<file path="src/rtl/puf_pkg.sv">
// Shared types and constants for the PUF evaluation controller and its helpers.
package puf_pkg;

    typedef enum logic [2:0] {
        IDLE   = 3'd0,
        RELAX  = 3'd1,
        FIRE   = 3'd2,
        SAMPLE = 3'd3,
        DECIDE = 3'd4,
        OUT    = 3'd5
    } puf_state_e;

    localparam int DEF_CHAL_W     = 64;
    localparam int DEF_N_EVAL     = 15;
    localparam int DEF_SETTLE_CYC = 8;
    localparam int DEF_RESP_BITS  = 32;

    // A response bit is 1 when strictly more than this many races returned 1.
    function automatic int unsigned maj_threshold(input int unsigned n_eval);
        return n_eval / 32'd2;
    endfunction

endpackage

</file>
<file path="src/rtl/puf_eval_ctrl_if.sv">
// Challenge in / response out handshake bundle of the PUF evaluation controller.
interface puf_eval_ctrl_if #(
    parameter int CHAL_W    = 64,
    parameter int RESP_BITS = 32
) ();

    logic                 chal_valid;
    logic                 chal_ready;
    logic [CHAL_W-1:0]    chal_data;
    logic                 resp_valid;
    logic                 resp_ready;
    logic [RESP_BITS-1:0] resp_data;
    logic [RESP_BITS-1:0] unstable_mask;

    // Challenge source and response consumer.
    modport master (
        output chal_valid, chal_data, resp_ready,
        input  chal_ready, resp_valid, resp_data, unstable_mask
    );

    // The controller.
    modport slave (
        input  chal_valid, chal_data, resp_ready,
        output chal_ready, resp_valid, resp_data, unstable_mask
    );

endinterface

</file>
<file path="src/rtl/sync_2ff.sv">
// Two-flop synchroniser for a single asynchronous bit (e.g. an arbiter output).
module sync_2ff (
    input  logic clk,
    input  logic rst_n,
    input  logic d,
    output logic q
);

    logic meta_r;
    logic sync_r;

    // Two back-to-back flops give the first one a full cycle to resolve.
    always_ff @(posedge clk) begin
        if (!rst_n) begin
            meta_r <= 1'b0;
            sync_r <= 1'b0;
        end else begin
            meta_r <= d;
            sync_r <= meta_r;
        end
    end

    assign q = sync_r;

endmodule

</file>
<file path="src/rtl/puf_eval_ctrl.sv">
// Arbiter-PUF sequencer: per challenge, races the delay lines N_EVAL times,
// majority-votes the arbiter samples and shifts the bit into a response word.
module puf_eval_ctrl
    import puf_pkg::*;
#(
    parameter int CHAL_W     = DEF_CHAL_W,
    parameter int N_EVAL     = DEF_N_EVAL,
    parameter int SETTLE_CYC = DEF_SETTLE_CYC,
    parameter int RESP_BITS  = DEF_RESP_BITS
) (
    input  logic              clk,
    input  logic              rst_n,
    puf_eval_ctrl_if.slave    bus,
    output logic [CHAL_W-1:0] pdl_chal,
    output logic              race_start,
    input  logic              arbiter_q
);

    localparam int CNT_W = $clog2(N_EVAL + 1);
    localparam int BIT_W = $clog2(RESP_BITS + 1);
    localparam int SET_W = $clog2(SETTLE_CYC);

    localparam logic [SET_W-1:0] SETTLE_LAST = SET_W'(SETTLE_CYC - 1);
    localparam logic [CNT_W-1:0] EVAL_LAST   = CNT_W'(N_EVAL - 1);
    localparam logic [CNT_W-1:0] EVAL_ALL    = CNT_W'(N_EVAL);
    localparam logic [CNT_W-1:0] VOTE_THR    = CNT_W'(maj_threshold(N_EVAL));
    localparam logic [BIT_W-1:0] BITS_LAST   = BIT_W'(RESP_BITS - 1);

    puf_state_e           state_r,    state_nxt_s;
    logic [SET_W-1:0]     set_cnt_r,  set_cnt_nxt_s;
    logic [CNT_W-1:0]     eval_cnt_r, eval_cnt_nxt_s;
    logic [CNT_W-1:0]     ones_r,     ones_nxt_s;
    logic [BIT_W-1:0]     bit_cnt_r,  bit_cnt_nxt_s;
    logic [CHAL_W-1:0]    pdl_chal_r, pdl_chal_nxt_s;
    logic [RESP_BITS-1:0] resp_r,     resp_nxt_s;
    logic [RESP_BITS-1:0] unst_r,     unst_nxt_s;
    logic                 race_start_r;
    logic                 resp_valid_r;
    logic                 q_s;
    logic                 vote_bit_s;
    logic                 vote_unst_s;

    sync_2ff u_sync (
        .clk   (clk),
        .rst_n (rst_n),
        .d     (arbiter_q),
        .q     (q_s)
    );

    assign vote_bit_s  = (ones_r > VOTE_THR);
    assign vote_unst_s = (ones_r != {CNT_W{1'b0}}) && (ones_r != EVAL_ALL);

    // Next-state and datapath decisions for the race sequence.
    always_comb begin
        state_nxt_s    = state_r;
        set_cnt_nxt_s  = set_cnt_r;
        eval_cnt_nxt_s = eval_cnt_r;
        ones_nxt_s     = ones_r;
        bit_cnt_nxt_s  = bit_cnt_r;
        pdl_chal_nxt_s = pdl_chal_r;
        resp_nxt_s     = resp_r;
        unst_nxt_s     = unst_r;
        case (state_r)
            IDLE: begin
                if (bus.chal_valid) begin
                    pdl_chal_nxt_s = bus.chal_data;
                    ones_nxt_s     = {CNT_W{1'b0}};
                    eval_cnt_nxt_s = {CNT_W{1'b0}};
                    set_cnt_nxt_s  = {SET_W{1'b0}};
                    state_nxt_s    = RELAX;
                end else begin
                    state_nxt_s = IDLE;
                end
            end
            RELAX: begin
                if (set_cnt_r == SETTLE_LAST) begin
                    set_cnt_nxt_s = {SET_W{1'b0}};
                    state_nxt_s   = FIRE;
                end else begin
                    set_cnt_nxt_s = set_cnt_r + SET_W'(1);
                end
            end
            FIRE: begin
                if (set_cnt_r == SETTLE_LAST) begin
                    set_cnt_nxt_s = {SET_W{1'b0}};
                    state_nxt_s   = SAMPLE;
                end else begin
                    set_cnt_nxt_s = set_cnt_r + SET_W'(1);
                end
            end
            SAMPLE: begin
                ones_nxt_s     = ones_r + CNT_W'(q_s);
                eval_cnt_nxt_s = eval_cnt_r + CNT_W'(1);
                if (eval_cnt_r == EVAL_LAST) begin
                    state_nxt_s = DECIDE;
                end else begin
                    state_nxt_s = RELAX;
                end
            end
            DECIDE: begin
                resp_nxt_s    = {resp_r[RESP_BITS-2:0], vote_bit_s};
                unst_nxt_s    = {unst_r[RESP_BITS-2:0], vote_unst_s};
                bit_cnt_nxt_s = bit_cnt_r + BIT_W'(1);
                if (bit_cnt_r == BITS_LAST) begin
                    state_nxt_s = OUT;
                end else begin
                    state_nxt_s = IDLE;
                end
            end
            OUT: begin
                if (bus.resp_ready) begin
                    bit_cnt_nxt_s = {BIT_W{1'b0}};
                    state_nxt_s   = IDLE;
                end else begin
                    state_nxt_s = OUT;
                end
            end
            default: begin
                state_nxt_s = IDLE;
            end
        endcase
    end

    // State and datapath registers; race_start/resp_valid are decoded one step early so they leave flops.
    always_ff @(posedge clk) begin
        if (!rst_n) begin
            state_r      <= IDLE;
            set_cnt_r    <= {SET_W{1'b0}};
            eval_cnt_r   <= {CNT_W{1'b0}};
            ones_r       <= {CNT_W{1'b0}};
            bit_cnt_r    <= {BIT_W{1'b0}};
            pdl_chal_r   <= {CHAL_W{1'b0}};
            resp_r       <= {RESP_BITS{1'b0}};
            unst_r       <= {RESP_BITS{1'b0}};
            race_start_r <= 1'b0;
            resp_valid_r <= 1'b0;
        end else begin
            state_r      <= state_nxt_s;
            set_cnt_r    <= set_cnt_nxt_s;
            eval_cnt_r   <= eval_cnt_nxt_s;
            ones_r       <= ones_nxt_s;
            bit_cnt_r    <= bit_cnt_nxt_s;
            pdl_chal_r   <= pdl_chal_nxt_s;
            resp_r       <= resp_nxt_s;
            unst_r       <= unst_nxt_s;
            race_start_r <= (state_nxt_s == FIRE) || (state_nxt_s == SAMPLE);
            resp_valid_r <= (state_nxt_s == OUT);
        end
    end

    assign bus.chal_ready    = (state_r == IDLE);
    assign bus.resp_valid    = resp_valid_r;
    assign bus.resp_data     = resp_r;
    assign bus.unstable_mask = unst_r;
    assign pdl_chal          = pdl_chal_r;
    assign race_start        = race_start_r;

endmodule

</file>
<file path="src/flat_wrapper.sv">
// flat-port wrapper written by rule: the top's interface ports become plain ports
module puf_eval_ctrl_flat import puf_pkg::*;
#(
    parameter int CHAL_W     = DEF_CHAL_W,
    parameter int N_EVAL     = DEF_N_EVAL,
    parameter int SETTLE_CYC = DEF_SETTLE_CYC,
    parameter int RESP_BITS  = DEF_RESP_BITS
)
  (clk, rst_n, pdl_chal, race_start, arbiter_q, bus_chal_valid, bus_chal_data, bus_resp_ready, bus_chal_ready, bus_resp_valid, bus_resp_data, bus_unstable_mask);
  puf_eval_ctrl_if #(.CHAL_W(CHAL_W), .RESP_BITS(RESP_BITS)) bus_i ();
  input  logic clk;
  input  logic rst_n;
  output logic [CHAL_W-1:0] pdl_chal;
  output logic race_start;
  input  logic arbiter_q;
  input wire logic [$bits(bus_i.chal_valid)-1:0] bus_chal_valid;
  input wire logic [$bits(bus_i.chal_data)-1:0] bus_chal_data;
  input wire logic [$bits(bus_i.resp_ready)-1:0] bus_resp_ready;
  output wire logic [$bits(bus_i.chal_ready)-1:0] bus_chal_ready;
  output wire logic [$bits(bus_i.resp_valid)-1:0] bus_resp_valid;
  output wire logic [$bits(bus_i.resp_data)-1:0] bus_resp_data;
  output wire logic [$bits(bus_i.unstable_mask)-1:0] bus_unstable_mask;
  assign bus_i.chal_valid = bus_chal_valid;
  assign bus_i.chal_data = bus_chal_data;
  assign bus_i.resp_ready = bus_resp_ready;
  assign bus_chal_ready = bus_i.chal_ready;
  assign bus_resp_valid = bus_i.resp_valid;
  assign bus_resp_data = bus_i.resp_data;
  assign bus_unstable_mask = bus_i.unstable_mask;
  puf_eval_ctrl #(.CHAL_W(CHAL_W), .N_EVAL(N_EVAL), .SETTLE_CYC(SETTLE_CYC), .RESP_BITS(RESP_BITS)) u_core (.clk(clk), .rst_n(rst_n), .bus(bus_i), .pdl_chal(pdl_chal), .race_start(race_start), .arbiter_q(arbiter_q));
endmodule
</file>
<file path="config.mk">
export PLATFORM = sky130hd
export DESIGN_NAME = puf_eval_ctrl_flat
export DESIGN_NICKNAME = d
export VERILOG_FILES = /design/src/rtl/puf_pkg.sv /design/src/rtl/puf_eval_ctrl_if.sv /design/src/rtl/sync_2ff.sv /design/src/rtl/puf_eval_ctrl.sv /design/src/flat_wrapper.sv
export SDC_FILE = /design/constraint.sdc
export NUM_CORES = 1
export LEC_CHECK = 0
export CAP_MARGIN = 15
export CORE_ASPECT_RATIO = 1.4
export CORE_UTILIZATION = 53
export CTS_BUF_LIST = sky130_fd_sc_hd__clkbuf_8
export CTS_CLUSTER_DIAMETER = 200
export DETAILED_ROUTE_END_ITERATION = 12
export DONT_BUFFER_PORTS = 1
export PLACE_DENSITY = 0.68
export SLEW_MARGIN = 20
export SYNTH_ARGS = -nofsm -noshare
export SYNTH_HDL_FRONTEND = slang
export SYNTH_HIERARCHICAL = 1
export SYNTH_SLANG_ARGS = --single-unit
</file>
<file path="constraint.sdc">
create_clock -name clk -period 3.9 [get_ports clk]
set_input_delay 1.17 -clock clk [delete_from_list [all_inputs] [get_ports clk]]
set_output_delay 1.17 -clock clk [all_outputs]
set_load 0.005 [all_outputs]
</file>
==> impl_metrics.json, run 1 <==
{
  "antennaDiodeCount": 0,
  "synth.avg_cell_area_um2": 7.98,
  "most-common-layout-cells": "nand2_1 (268), dfxtp_1 (152), a21oi_1 (138)",
  "drive_gt1_frac": 0.0619,
  "ys_ff_latch": 152,
  "grt_max_degree": 76,
  "fin_util": 0.597,
  "antenna_found_initial": 0,
  "portBuffers": 0,
  "dieArea_mm2": 0.0108,
  "synth.distinct_cells": 34,
  "grt_pass1_wl_mm": 17.9,
  "slowest_delay_ps": 530,
  "slowest_stage": "dfxtp_1",
  "fin_ws_ps": 1240,
  "tightest_slew_ps": 706,
  "grt_pass1_vias": 4024,
  "syn-cell-area_mm2": 0.00550,
  "drt_iter0_drc": 170,
  "htreeDepth": 4,
  "synth_top_cell_by_area": "dfxtp_1",
  "place_inst": 782,
  "fmax_ghz": 0.376,
  "setup_viol": 0,
  "root_buffer": "clkbuf_8",
  "grt-ovfl-total": 0,
  "rsz0062_at_grt": "no",
  "cts_resized": 0,
  "crit_family": "flip-flops",
  "wire_per_inst_um": 14.2,
  "finalCritPeriodShare": 0.681,
  "min_period_ps": 2660,
  "place_area_mm2": 0.00553,
  "via_per_inst": 5.35,
  "cts_buffers": 17,
  "seq_area_frac_synth": 0.553,
  "fin_skew_ps": 13.1,
  "io_pins": 200,
  "cp-end-kind": "output pin",
  "finalHoldViolations": 0,
  "gp_congestion": 0.760,
  "crit_required_ps": 2730,
  "dpl.hpwl_mm": 7.58,
  "area_growth_pct": 8.67,
  "post-route-drc-count": 0,
  "status": "completed",
  "die_w_um": 88.1,
  "grtUsageTotal": 0.213,
  "cts_tree": "built",
  "p_leak_nw": 2.08,
  "routed-via-count": 4351,
  "pre_cts_slack_ps": 1320,
  "clk_latency_ps": 430,
  "post_cts_buffers": 0,
  "num_rows": 43,
  "cp_max_fo": 16,
  "clock-sinks": 152,
  "drv_slew": 0,
  "maxCapViolations": 0,
  "crit_chain": "nor3_1",
  "clockBufferDepth": 2,
  "p_per_area_mw_per_mm2": 508,
  "core_mm2": 0.0100,
  "wirelength_mm": 11.6,
  "fin_cells": 814,
  "postSynthCellCount": 689,
  "peakVddDrop_mv": 0.328,
  "die_y_um": 123,
  "yosys_warnings": 6,
  "cts_hold_repair.buffers": 0,
  "layout_commonest_cell": "nand2_1",
  "fin_area_mm2": 0.00597,
  "ant_nets": 0,
  "worst_setup_path_start_kind": "flip-flop",
  "synth_nets": 765,
  "crit_arrival_ps": 1490,
  "synth_top_cells_by_area": "dfxtp_1 (55%), nand2_1 (18%), a21oi_1 (13%), buf_2 (2.0%), clkbuf_1 (1.6%)",
  "worst-setup-path-type": "flip-flop to output pin",
  "synth_top_area_share": 0.553,
  "finalNetCount": 742,
  "firstDrtPassIters": 4,
  "hold_class": "flip-flop to flip-flop",
  "maxSlewHeadroom": 0.529,
  "clk_pin_slew_ps": 70,
  "cp_num_buf_inv": 0,
  "setup_tns_ps": 0,
  "initial_core_util": 0.549
}
[where the power goes]
group	switching (W)	internal [W]
Sequential	0.0000353	0.00159
Clock	0.000564	0.000729
Combinational	0.0000798	0.0000366
Total	0.000679	0.00236
[final timing paths]
| path | start | to | slack (ps) | cells after the start |
|---|---|---|---|---|
| worst max-delay path | u_core/state_r[0] | bus_chal_ready | 1240 | 1 |
| worst min-delay path | u_core/u_sync/meta_r | u_core/u_sync/q | 440 | 1 |
| worst max register to register | u_core/state_r[0] | u_core/pdl_chal[0] | 1770 | 5 |
| worst min register to register | u_core/u_sync/meta_r | u_core/u_sync/q | 440 | 1 |
[metrics by stage]
stage	hold slack, ps	total power (W)
after floorplan	412	0.00175
after global placement	427	0.00177
after detailed placement	431	0.00178
after CTS	448	0.00307
after global routing	461	0.00316
final	442	0.00304
[state kept, by name, summed over array words and instances (netlist names)]
register and cells:
u_core/pdl_chal 64, u_core/bus.resp_data 32, u_core/bus.unstable_mask 32, u_core/bit_cnt_r 6
u_core/eval_cnt_r 4, u_core/ones_r 4, u_core/set_cnt_r 3, u_core/state_r 3
u_core/bus.resp_valid 1, u_core/race_start 1, u_core/u_sync/meta_r 1, u_core/u_sync/q 1
[worst register-to-register path, delay by kind of cell, from the launching register on]
family	cells	cell delay (ps)
buf+inv	1	340
compound gates	1	60
simple gates	3	1050
flops	1	530
[cells in the mapped netlist]
master	instances
a21bo_2	1
a21oi_1	138
a22oi_1	3
a311oi_1	2
a31oi_1	6
a32oi_1	1
and2_1	3
and3_1	1
and3b_1	1
buf_2	22
buf_4	1
clkbuf_1	24
dfxtp_1	152
ha_1	7
inv_1	3
inv_2	2
mux2_2	1
nand2_1	269
nand2b_1	1
nand3_1	9
nand3b_1	2
nand4_1	2
nor2_1	14
nor2b_1	1
nor3_1	4
nor3_2	1
nor4b_1	1
nor4b_2	1
o21ai_0	7
o41ai_1	1
or3_1	3
or3_4	1
or4_1	1
xor2_1	3
[cell families after synthesis]
| logic type | count (synthesis) | share of synthesized area |
|---|---|---|
| mux | 1 | 0.00205 |
| buf+inv | 52 | 0.0412 |
| compound gates | 159 | 0.151 |
| xor+xnor | 3 | 0.00478 |
| fa+ha+maj | 7 | 0.0159 |
| simple gates | 315 | 0.231 |
| flops | 152 | 0.553 |
[cell type report]
| type | count | area, um2 |
|---|---|---|
| fill | 962 | 4030 |
| sequential | 152 | 3040 |
| multi-input combinational | 485 | 2250 |
| clock buffer | 19 | 262 |
| clock inverter | 13 | 179 |
| tap | 135 | 169 |
| timing repair buffer | 5 | 50.0 |
| inverter | 5 | 21.3 |
[routing by layer]
layer  routed length (um)  part of all wire  GRT usage
met2                 6110              0.53      0.387
met3                  900             0.078     0.0834
met4                   80            0.0069     0.0877
met5                    0                 0          0
met1                 4480              0.39      0.212
(Power assumes the default switching activity.)
==> inputs of run 2 (changes only) <==
Clock period 3.9 ns to 2.6 ns, I/O delays scaled along.
==> run 2 against run 1 <==
Against the previous run: register-to-register slack lost 1200 ps; core utilization grew 0.46 points; final cell count is the same; worst hold slack gained 3.2 ps; die area is the same; final area grew 0.77%; flip-flop and latch count is the same; critical endpoint unchanged; power grew 52%; combinational power grew 58%; non-clock buffer count is the same; sequential power grew 50%.
==> impl_metrics.json, run 2 (same netlist as run 1, synthesis figures left out) <==
{
  "comb_power_share": 0.040,
  "seq_area_mm2": 0.00304,
  "fin_skew_ps": 9.34,
  "cp_max_fo": 16,
  "p_leak_nw": 2.09,
  "clk_pin_slew_ps": 80,
  "worst-setup-path-type": "flip-flop to output pin",
  "p_per_area_mw_per_mm2": 766,
  "io_pins": 200,
  "cts_resized": 0,
  "cp_num_buf_inv": 0,
  "pwr-share-clk": 0.431,
  "fmax_ghz": 0.449,
  "maxSlewHeadroom": 0.549,
  "multi_input_area_mm2": 0.00225,
  "portBuffers": 0,
  "grt_max_degree": 68,
  "holdWs_ps": 445,
  "cts_hold_repair.buffers": 0,
  "clockBufferDepth": 2,
  "fillers": 904,
  "setup_tns_ps": 0,
  "maxCapViolations": 0,
  "finalNetCount": 742,
  "die_w_um": 88.1,
  "tightest_slew_ps": 677,
  "slowest_stage": "dfxtp_1",
  "clock-sinks": 152,
  "root_buffer": "clkbuf_8",
  "post-route-drc-count": 0,
  "setup_viol": 0,
  "drt_iter0_drc": 226,
  "gp_congestion": 0.792,
  "via_per_inst": 5.40,
  "finalCritPeriodShare": 0.856,
  "clk_latency_ps": 430,
  "status": "completed",
  "worst_setup_path_start_kind": "flip-flop",
  "layout_commonest_cell": "nand2_1",
  "switching_share": 0.218,
  "most-common-layout-cells": "nand2_1 (268), dfxtp_1 (152), a21oi_1 (138)",
  "ant_nets": 0,
  "seq_power_share": 0.529,
  "grt-ovfl-total": 0,
  "crit_arrival_ps": 1450,
  "crit_required_ps": 1820,
  "firstDrtPassIters": 4,
  "crit_family": "flip-flops",
  "htreeDepth": 4,
  "hold_class": "flip-flop to flip-flop",
  "grt_pass1_wl_mm": 17.4,
  "grtUsageTotal": 0.207,
  "antenna_found_initial": 0,
  "peakVddDrop_mv": 0.417,
  "p_int_w": 0.00361,
  "num_rows": 43,
  "dpl.hpwl_mm": 7.67,
  "cts_tree": "built",
  "routed-via-count": 4393,
  "initial_core_util": 0.549,
  "wirelength_mm": 11.6,
  "largest_reg_flops": 64,
  "wire_per_inst_um": 14.3,
  "min_period_ps": 2230,
  "grt_pass1_vias": 3948,
  "finalHoldViolations": 0,
  "power_switching_w": 0.00100,
  "post_cts_buffers": 0,
  "area_growth_pct": 9.51,
  "dieArea_mm2": 0.0108,
  "rsz0062_at_grt": "no",
  "drv_slew": 0,
  "cp-end-kind": "output pin",
  "crit_chain": "nor3_1",
  "cts_buffers": 17,
  "core_mm2": 0.0100,
  "slowest_delay_ps": 510,
  "drive_gt1_frac": 0.0634,
  "die_y_um": 123
}
[run 2: cell count changes in the layout (fill, tap and decap cells not counted)]
cell        change
clkinv_2        +2
nand2_4         -1
diode_2         +1
clkinv_4        +1
clkinvlp_4      -1
clkbuf_8        -1
nand2_2         +1
inv_1           -2
buf_12          +3
buf_4           -3
inv_6           -1
bufinv_16       +1
[run 2: power by group through the flow]
stage / clock network (W) / logic, W / registers, W
2_1_floorplan: 0 / 0.000150 / 0.00248
3_3_place_gp: 0 / 0.000174 / 0.00249
3_5_place_dp: 0 / 0.000184 / 0.00250
4_1_cts: 0.00204 / 0.000184 / 0.00244
5_1_grt: 0.00214 / 0.000206 / 0.00245
6_report: 0.00199 / 0.000183 / 0.00244
[run 2: path summary, 6_finish.rpt]
check	to	slack, ps	cells past startpoint	from
setup / recovery	bus_chal_ready	370	1	u_core/state_r[0]
hold / removal	u_core/u_sync/q	440	1	u_core/u_sync/meta_r
setup reg to reg	u_core/pdl_chal[61]	530	5	u_core/state_r[0]
hold reg to reg	u_core/u_sync/q	440	1	u_core/u_sync/meta_r
[run 2: layout make-up]
type                       instances  area share
clock buffer                      18      0.0411
multi-input combinational        485       0.373
inverter                           5     0.00353
tap                              135      0.0281
antenna                            1    0.000416
clock inverter                    13      0.0339
timing repair buffer               5      0.0145
sequential                       152       0.505
[run 2: routing by layer]
metal,GRT usage,part of all wire,up-vias
met2,0.382,0.52,157
met5,0,0,-
met4,0.0948,0.012,0
li1,-,-,2209
met3,0.0767,0.079,12
met1,0.202,0.39,2015
[run 2: through the flow]
| stage | instances | cell area, um2 | total power [W] | setup WS, ps | utilization |
|---|---|---|---|---|---|
| 6_report | 814 | 6020 | 0.00461 | 374 | 0.602 |
| 5_1_grt | 813 | 6020 | 0.00479 | 263 | 0.601 |
| 4_1_cts | 813 | 6020 | 0.00467 | 313 | 0.601 |
| 3_5_place_dp | 782 | 5570 | 0.00268 | 491 | 0.556 |
| 3_3_place_gp | 782 | 5570 | 0.00267 | 553 | 0.556 |
| 2_1_floorplan | 689 | 5500 | 0.00263 | 999 | - |
